<file path="src/rtl/ram_bist_ctrl.sv">
// March-test BIST initiator for a 16x8 single-port-pair RAM: W_A/R_A (0x55 up), W_B/R_B (0xAA down).
// Define RAM_BIST_ADDR_PATTERN_EN to append W_C/R_C (data = address, ascending) for decoder-aliasing faults.
module ram_bist_ctrl #(
    parameter int unsigned DATA_W = 8,
    parameter int unsigned ADDR_W = 4
) (
    input  logic              clock,
    input  logic              rst,
    input  logic              start,
    input  logic [DATA_W-1:0] ram_dout,
    output logic [DATA_W-1:0] wr_data,
    output logic              wen,
    output logic [ADDR_W-1:0] w_addr,
    output logic              ren,
    output logic [ADDR_W-1:0] r_addr,
    output logic              busy,
    output logic              done,
    output logic              pass,
    output logic [ADDR_W-1:0] first_fail_addr,
    output logic [7:0]        fail_count
);

    typedef enum logic [3:0] {
        S_IDLE,
        S_W_A,
        S_R_A,
        S_W_B,
        S_R_B,
`ifdef RAM_BIST_ADDR_PATTERN_EN
        S_W_C,
        S_R_C,
`endif
        S_FLUSH,
        S_DONE
    } state_t;

    localparam logic [ADDR_W-1:0] ADDR_MAX = '1;
    localparam logic [DATA_W-1:0] PAT_A    = {(DATA_W/2){2'b01}};
    localparam logic [DATA_W-1:0] PAT_B    = {(DATA_W/2){2'b10}};

    state_t              state_q, state_d;
    logic [ADDR_W-1:0]   cnt_q, cnt_d;
    logic                busy_q, busy_d;
    logic                done_q, done_d;
    logic                pass_q, pass_d;
    logic                wen_q, wen_d;
    logic                ren_q, ren_d;
    logic [ADDR_W-1:0]   w_addr_q, w_addr_d;
    logic [ADDR_W-1:0]   r_addr_q, r_addr_d;
    logic [DATA_W-1:0]   wr_data_q, wr_data_d;
    logic                cmp_vld_q, cmp_vld_d;
    logic [DATA_W-1:0]   exp_q, exp_d;
    logic [ADDR_W-1:0]   cmp_addr_q, cmp_addr_d;
    logic [7:0]          fail_cnt_q, fail_cnt_d;
    logic [ADDR_W-1:0]   ffa_q, ffa_d;
    logic                start_acc;
    logic                last_asc;
    logic                last_desc;

    assign start_acc = start && ((state_q == S_IDLE) || (state_q == S_DONE));
    assign last_asc  = (cnt_q == ADDR_MAX);
    assign last_desc = (cnt_q == '0);

    // Compare stage: expected data is latched while ren is out, checked one cycle later.
    always_comb begin
        cmp_vld_d  = ren_q;
        cmp_addr_d = r_addr_q;
        exp_d      = '0;
        case (state_q)
            S_R_A:   exp_d = PAT_A;
            S_R_B:   exp_d = PAT_B;
`ifdef RAM_BIST_ADDR_PATTERN_EN
            S_R_C:   exp_d = DATA_W'(r_addr_q);
`endif
            default: exp_d = '0;
        endcase
        fail_cnt_d = fail_cnt_q;
        ffa_d      = ffa_q;
        if (cmp_vld_q && (ram_dout != exp_q)) begin
            if (fail_cnt_q != 8'hFF) begin
                fail_cnt_d = fail_cnt_q + 8'd1;
            end
            if (fail_cnt_q == '0) begin
                ffa_d = cmp_addr_q;
            end
        end
        if (start_acc) begin
            fail_cnt_d = '0;
            ffa_d      = '0;
        end
    end

    always_comb begin
        state_d = state_q;
        cnt_d   = cnt_q;
        busy_d  = busy_q;
        done_d  = done_q;
        pass_d  = pass_q;
        case (state_q)
            S_IDLE, S_DONE: begin
                if (start) begin
                    state_d = S_W_A;
                    cnt_d   = '0;
                    busy_d  = 1'b1;
                    done_d  = 1'b0;
                    pass_d  = 1'b0;
                end
            end
            S_W_A: begin
                if (last_asc) begin
                    state_d = S_R_A;
                    cnt_d   = '0;
                end else begin
                    cnt_d = cnt_q + 1'b1;
                end
            end
            S_R_A: begin
                if (last_asc) begin
                    state_d = S_W_B;
                    cnt_d   = ADDR_MAX;
                end else begin
                    cnt_d = cnt_q + 1'b1;
                end
            end
            S_W_B: begin
                if (last_desc) begin
                    state_d = S_R_B;
                    cnt_d   = ADDR_MAX;
                end else begin
                    cnt_d = cnt_q - 1'b1;
                end
            end
            S_R_B: begin
                if (last_desc) begin
`ifdef RAM_BIST_ADDR_PATTERN_EN
                    state_d = S_W_C;
`else
                    state_d = S_FLUSH;
`endif
                    cnt_d   = '0;
                end else begin
                    cnt_d = cnt_q - 1'b1;
                end
            end
`ifdef RAM_BIST_ADDR_PATTERN_EN
            S_W_C: begin
                if (last_asc) begin
                    state_d = S_R_C;
                    cnt_d   = '0;
                end else begin
                    cnt_d = cnt_q + 1'b1;
                end
            end
            S_R_C: begin
                if (last_asc) begin
                    state_d = S_FLUSH;
                    cnt_d   = '0;
                end else begin
                    cnt_d = cnt_q + 1'b1;
                end
            end
`endif
            S_FLUSH: begin
                // The final read is compared on this edge, so the verdict uses the updated count.
                state_d = S_DONE;
                busy_d  = 1'b0;
                done_d  = 1'b1;
                pass_d  = (fail_cnt_d == '0);
            end
            default: state_d = S_IDLE;
        endcase
    end

    always_comb begin
        wen_d     = 1'b0;
        ren_d     = 1'b0;
        w_addr_d  = '0;
        r_addr_d  = '0;
        wr_data_d = '0;
        case (state_d)
            S_W_A: begin
                wen_d     = 1'b1;
                w_addr_d  = cnt_d;
                wr_data_d = PAT_A;
            end
            S_W_B: begin
                wen_d     = 1'b1;
                w_addr_d  = cnt_d;
                wr_data_d = PAT_B;
            end
            S_R_A, S_R_B: begin
                ren_d    = 1'b1;
                r_addr_d = cnt_d;
            end
`ifdef RAM_BIST_ADDR_PATTERN_EN
            S_W_C: begin
                wen_d     = 1'b1;
                w_addr_d  = cnt_d;
                wr_data_d = DATA_W'(cnt_d);
            end
            S_R_C: begin
                ren_d    = 1'b1;
                r_addr_d = cnt_d;
            end
`endif
            default: ;
        endcase
    end

    always_ff @(posedge clock or posedge rst) begin
        if (rst) begin
            state_q    <= S_IDLE;
            cnt_q      <= '0;
            busy_q     <= 1'b0;
            done_q     <= 1'b0;
            pass_q     <= 1'b0;
            wen_q      <= 1'b0;
            ren_q      <= 1'b0;
            w_addr_q   <= '0;
            r_addr_q   <= '0;
            wr_data_q  <= '0;
            cmp_vld_q  <= 1'b0;
            exp_q      <= '0;
            cmp_addr_q <= '0;
            fail_cnt_q <= '0;
            ffa_q      <= '0;
        end else begin
            state_q    <= state_d;
            cnt_q      <= cnt_d;
            busy_q     <= busy_d;
            done_q     <= done_d;
            pass_q     <= pass_d;
            wen_q      <= wen_d;
            ren_q      <= ren_d;
            w_addr_q   <= w_addr_d;
            r_addr_q   <= r_addr_d;
            wr_data_q  <= wr_data_d;
            cmp_vld_q  <= cmp_vld_d;
            exp_q      <= exp_d;
            cmp_addr_q <= cmp_addr_d;
            fail_cnt_q <= fail_cnt_d;
            ffa_q      <= ffa_d;
        end
    end

    assign wr_data         = wr_data_q;
    assign wen             = wen_q;
    assign w_addr          = w_addr_q;
    assign ren             = ren_q;
    assign r_addr          = r_addr_q;
    assign busy            = busy_q;
    assign done            = done_q;
    assign pass            = pass_q;
    assign first_fail_addr = ffa_q;
    assign fail_count      = fail_cnt_q;

endmodule

</file>
<file path="config.mk">
export PLATFORM = sky130hd
export DESIGN_NAME = ram_bist_ctrl
export DESIGN_NICKNAME = d
export VERILOG_FILES = /design/src/rtl/ram_bist_ctrl.sv
export SDC_FILE = /design/constraint.sdc
export NUM_CORES = 1
export LEC_CHECK = 0
export ABC_AREA = 0
export CAP_MARGIN = 25
export CORE_ASPECT_RATIO = 1.1
export CORE_MARGIN = 8
export CORE_UTILIZATION = 40
export DETAILED_ROUTE_END_ITERATION = 16
export GPL_TIMING_DRIVEN = 0
export MAX_ROUTING_LAYER = met4
export PLACE_DENSITY_LB_ADDON = 0.25
export SKIP_CTS_REPAIR_TIMING = 1
export SYNTH_ARGS = -nofsm -noshare
export SYNTH_HDL_FRONTEND = slang
export SYNTH_SLANG_ARGS = --single-unit
export TNS_END_PERCENT = 20
</file>
<file path="constraint.sdc">
create_clock -name clock -period 2.6 [get_ports clock]
set_clock_uncertainty 0.05 [all_clocks]
set_input_delay 0.52 -clock clock [delete_from_list [all_inputs] [get_ports clock]]
set_output_delay 0.52 -clock clock [all_outputs]
set_load 0.05 [all_outputs]
</file>
; ---- Word-level counts from Yosys, hierarchy flattened
; Index checks and enable logic that the tools add are counted.
[word_totals]
wordCells = 76
output_inout_bits = 33
inputBits = 11
ff_bits = 54
[classes]
n_eq_ne = 14
n_mux = 29
n_addsub = 3
n_reduce_logical = 15
[ops]
columns = operator, n
row1 = 4-bit two-way mux, 15
row2 = 8-bit one-hot mux with 2 select lines, 2
row3 = 8-bit two-way mux, 3
row4 = 4-bit one-hot mux with 6 select lines, 1
row5 = 4-bit one-hot mux with 5 select lines, 1
row6 = 4-bit by 2-bit == test with 1-bit output (second input constant), 4
row7 = 4-bit by 3-bit == test with 1-bit output (second input constant), 4
row8 = 8-bit zero test, 2
row9 = 8-bit by 1-bit adder with 8-bit output (second input constant), 1
row10 = 4-bit by 1-bit == test with 1-bit output (second input constant), 2
row11 = 4-bit zero test, 2
row12 = 8-bit != test, 1
row13 = 8-bit != test (second input constant), 1
row14 = 1-bit one-hot mux with 2 select lines, 3
row15 = 2-bit nonzero test, 3
row16 = 2-bit OR reduction, 3
row17 = 4-bit by 1-bit adder with 4-bit output (second input constant), 1
row18 = 4-bit == test (second input constant), 1
row19 = 1-bit two-way mux, 4
row20 = 2-bit AND reduction, 2
row21 = 4-bit by 1-bit subtractor with 4-bit output (second input constant), 1
row22 = 1-bit logical AND, 2
row23 = 2-bit != test (second input constant), 1
row24 = 1-bit logical OR, 1

; ---- Longest topological paths before layout
[depth]
word_depth = 6
ltp_mapped = 8
mapped_depth_nobuf = 8

; ---- Worst setup path before layout
; Ideal clock, no wire load.
[synth_path]
kind = flip-flop to flip-flop
from = register fail_cnt_q[1] (netlist: fail_count[1])
to = register pass_q (netlist: pass)
setup_time_ns = 0.104
t_arrival_ns = 2.089
path_stages_with_launch = 7
t_required_ns = 2.446
path_slack_ns = 0.358
period_less_slack_ns = 2.242
n_path_buf = 0
path_cell_list = dfrtp_1 -> ha_1 -> and4_1 -> nand4_1 -> a211oi_1 -> o211ai_2 -> o41ai_2
[synth_between]
elab_chain_cells = 6
word_cells_on_any_way = 7
classes_between = add/sub: 1 / eq/ne: 1 / mux: 4 / reduce/logical: 1
[synth_rtl]
columns = item, line_no
row1 = from (decl), 54  ; logic [7:0] fail_cnt_q, fail_cnt_d;
row2 = from (signal assigned), 241  ; fail_cnt_q <= fail_cnt_d;
row3 = 8-bit by 1-bit adder with 8-bit output or 8-bit != test (tied branches), "81, 80"
row4 = 8-bit two-way mux, 80  ; if (fail_cnt_q != 8'hFF) begin
row5 = 8-bit two-way mux *, 79  ; if (cmp_vld_q && (ram_dout != exp_q)) begin
row6 = 8-bit two-way mux *, 87  ; if (start_acc) begin
row7 = 8-bit zero test *, 168  ; pass_d = (fail_cnt_d == '0);
row8 = 1-bit one-hot mux with 2 select lines *, 99  ; case (state_q)
row9 = to (signal assigned), 232  ; pass_q <= pass_d;
row10 = to (decl), 45  ; logic pass_q, pass_d;
; Mark *: on every way between the ends. The rest lies on a longest branch, timed or not.
; A chain may end at the register's enable or synchronous reset.

; ---- Final worst setup path
[layout_path]
from = input ram_dout[0]
to = register pass_q (netlist: pass)
[layout_between]
elab_chain_cells = 6
[layout_rtl]
columns = item, line_no
row1 = from (decl), 10  ; input logic [DATA_W-1:0] ram_dout,
row2 = 8-bit != test, 79
row3 = 1-bit logical AND, 79
row4 = 8-bit two-way mux, 79
row5 = 8-bit two-way mux, 87
row6 = 8-bit zero test, 168
row7 = 1-bit one-hot mux with 2 select lines, 99
; No other way between the ends.

==> qor.txt <==
drt total wl - 5170 microns
Worst EP arrival - 2.72 ns
Core Util, Final - 0.540
RSZ-0062 raised after global routing - true
fin cells - 359
GP Congestion - 0.915
DRC - 0
Power Density - 600 nW/um^2
Sw Pwr - 0.000511 W
placed cell area - 2740 sq um
Synth cell types - 54
vias in the first global route - 1795
hpwl dp - 3840 microns
Die ar. - 8190 sq um
launch point of the worst path - ram_dout[0]
Gate power share - 0.231
Worst Path Required - 2.74 ns
width of the die - 87.0 microns
worst hold-check path type - reg2reg
commonest non-fill, non-tap cell in the layout - clkdlybuf4s50_1
Antenna diodes - 0
layout cells sized above 1 - 0.0986
Synth Area per Inst - 9.53 sq um
Worst-Skew Late Latency - 0.29 ns
largest net degree at the start of global routing - 43
internal cell power - 0.00122 W
post-layout min period - 2.59 ns
Overall Global Routing Usage - 0.130
post-synthesis simple-gate area fraction - 0.222
syn_nets - 249
clock share of power - 0.352
synthesized cell area - 2220 sq um
Buf/Inv on CP - 1
Period Utilization, post-route - 0.994
TritonCTS buffer count - 5
Setup Viol. Count Final - 0
most frequent cells in the layout - clkdlybuf4s50_1 (43), dfrtp_1 (42), nor2_1 (34)
final hold vios - 0
Post-Layout Inst Area - 2890 sq um
register area - 1050 sq um
ys flop type - dfrtp_1
IO Pins - 44
initial core utilization - 0.414
dominant delay contributor by cell family on the critical path - compound AO/OA/AOI/OAI gates
largest family of logic cells by synthesized area - simple AND/OR/NAND/NOR gates
switching part of the total - 0.295
Slew Viols, Final - 0
status - completed
area delta synth->final - 30.3%
Slew @ Worst Pin - 1.14 ns
clk buf depth - 2
Pre-antenna DRT Iters - 4
crit-path max FO - 3
violation count after the first detailed-route iteration - 98
Multi-input gate area - 1040 sq um
slowest stage delay, CP - 0.54 ns
Post-synth EDFFs - 0
Final #Nets - 299
sequential fraction of design power - 0.417
Rows - 28
Max Freq - 387 MHz
Root Driver - clkbuf_8
area fraction in compound gates after synthesis - 0.142
Synth Area in Adders - 0.0282
Routed Antenna Nets - 0
RR Startpoint - cnt_q[0]
detailed-route via count - 1890
Die Ht - 94.1 microns
#FFs+latches synth - 42
post-synthesis xor/xnor area fraction - 0.00789
mux contribution to synthesized area - 0.0598
Mapped Cells - 233
slowest CP cell - or4_4
post-DR wirelength/cell - 14.4 microns
core area - 5360 sq um
Sum Neg Setup Slack - 0 ns
Pleak - 1.36 nW
Hold Path Origin - r_addr[1]
ys async rst share - 1.00
CTS H-Tree Depth - 2
CTS tree - done
CTS Sinks - 42
CP Class - in2reg
Critical Path End Type - flop
Clk pin slew, worst setup/hold paths - 0.08 ns
Slew headroom - 0.232
I/O Buffers - 43
synth warn - 0
MaxCap Viol Count - 0
worst-case vdd ir drop - 0.501 mV
initial antenna violation count - 0
Filler cells - 479
first-pass GRT wire length - 8290 microns
Inst Count DP - 351
vias per cell - 5.26
Startpoint Class - input pin
gr ovfl total - 0
CP cell instances - clkdlybuf4s50_1 -> or4_4 -> mux2_2 -> o211ai_1 -> mux2i_1 -> a31oi_1 -> o41ai_2
sequential area share after synthesis - 0.474
## layer usage
metal | wire length (microns) | track usage
met2 | 2280 | 0.200
met4 | 53 | 0.0431
met3 | 460 | 0.0472
met1 | 2370 | 0.154
met5 | 0 | -
## metrics by stage
stage / setup slack, ns / hold slack (ns) / power (W)
floorplan: 0.358 / 0.415 / 0.00101
global placement: -0.257 / 0.309 / 0.00113
detailed placement: -0.307 / 0.312 / 0.00113
CTS: -0.0787 / 0.327 / 0.00174
global route: -0.100 / 0.340 / 0.00181
finish: 0.0148 / 0.326 / 0.00173
## synth_stat cells (4+ instances only)
| library cell | number | area [sq um] |
|---|---|---|
| dfrtp_1 | 42 | 1050 |
| ha_1 | 5 | 62.6 |
| inv_1 | 17 | 63.8 |
| o21ai_0 | 4 | 20.0 |
| mux2i_1 | 11 | 110 |
| and3_1 | 4 | 25.0 |
| nand3_1 | 13 | 65.1 |
| a31oi_1 | 4 | 25.0 |
| nor2_1 | 34 | 128 |
| a21oi_1 | 10 | 50.1 |
| clkbuf_1 | 6 | 22.5 |
| nand2_1 | 13 | 48.8 |
| nand2b_1 | 4 | 25.0 |
| buf_4 | 7 | 52.6 |
## final cells by class
type	instances	area share
multi-input combinational	160	0.358
tap	75	0.0324
sequential	42	0.363
buffer	14	0.0277
clock inverter	3	0.0238
timing repair buffer	43	0.149
inverter	17	0.0221
clock buffer	5	0.0238
## power groups by stage
stage	sequential (W)	combinational, W	clock (W)
2_1_floorplan	0.000773	0.000240	0
3_3_place_gp	0.000733	0.000395	0
3_5_place_dp	0.000735	0.000397	0
4_1_cts	0.000722	0.000399	0.000623
5_1_grt	0.000730	0.000436	0.000641
6_report	0.000722	0.000401	0.000611
## kinds of logic after synthesis
group | after synthesis
other cells | 1
simple gates | 95
fa+ha+maj | 5
xor+xnor | 2
buf+inv | 31
flops | 42
mux | 13
compound gates | 44
## final timing paths
path	end	slack (ns)	cells past startpoint
worst max register to register	r_addr[3]	0.18	8
worst min-delay path	cmp_addr_q[1]	0.33	0
min in group asynchronous	r_addr[3]	0.66	2
worst min register to register	cmp_addr_q[1]	0.33	0
max in group asynchronous	state_q[2]	1.31	2
worst max-delay path	pass	0.01	7
## flip-flops by register name, indices dropped and copies added (netlist names)
signal and count:
cmp_vld_q 1, r_addr 4, first_fail_addr 4, cnt_q 4
w_addr 4, done 1, fail_count 8, cmp_addr_q 4
exp_q 2, wr_data 2, wen 1, ren 1
state_q 4, busy 1, pass 1
No activity file was read; power rests on OpenSTA's default activity.
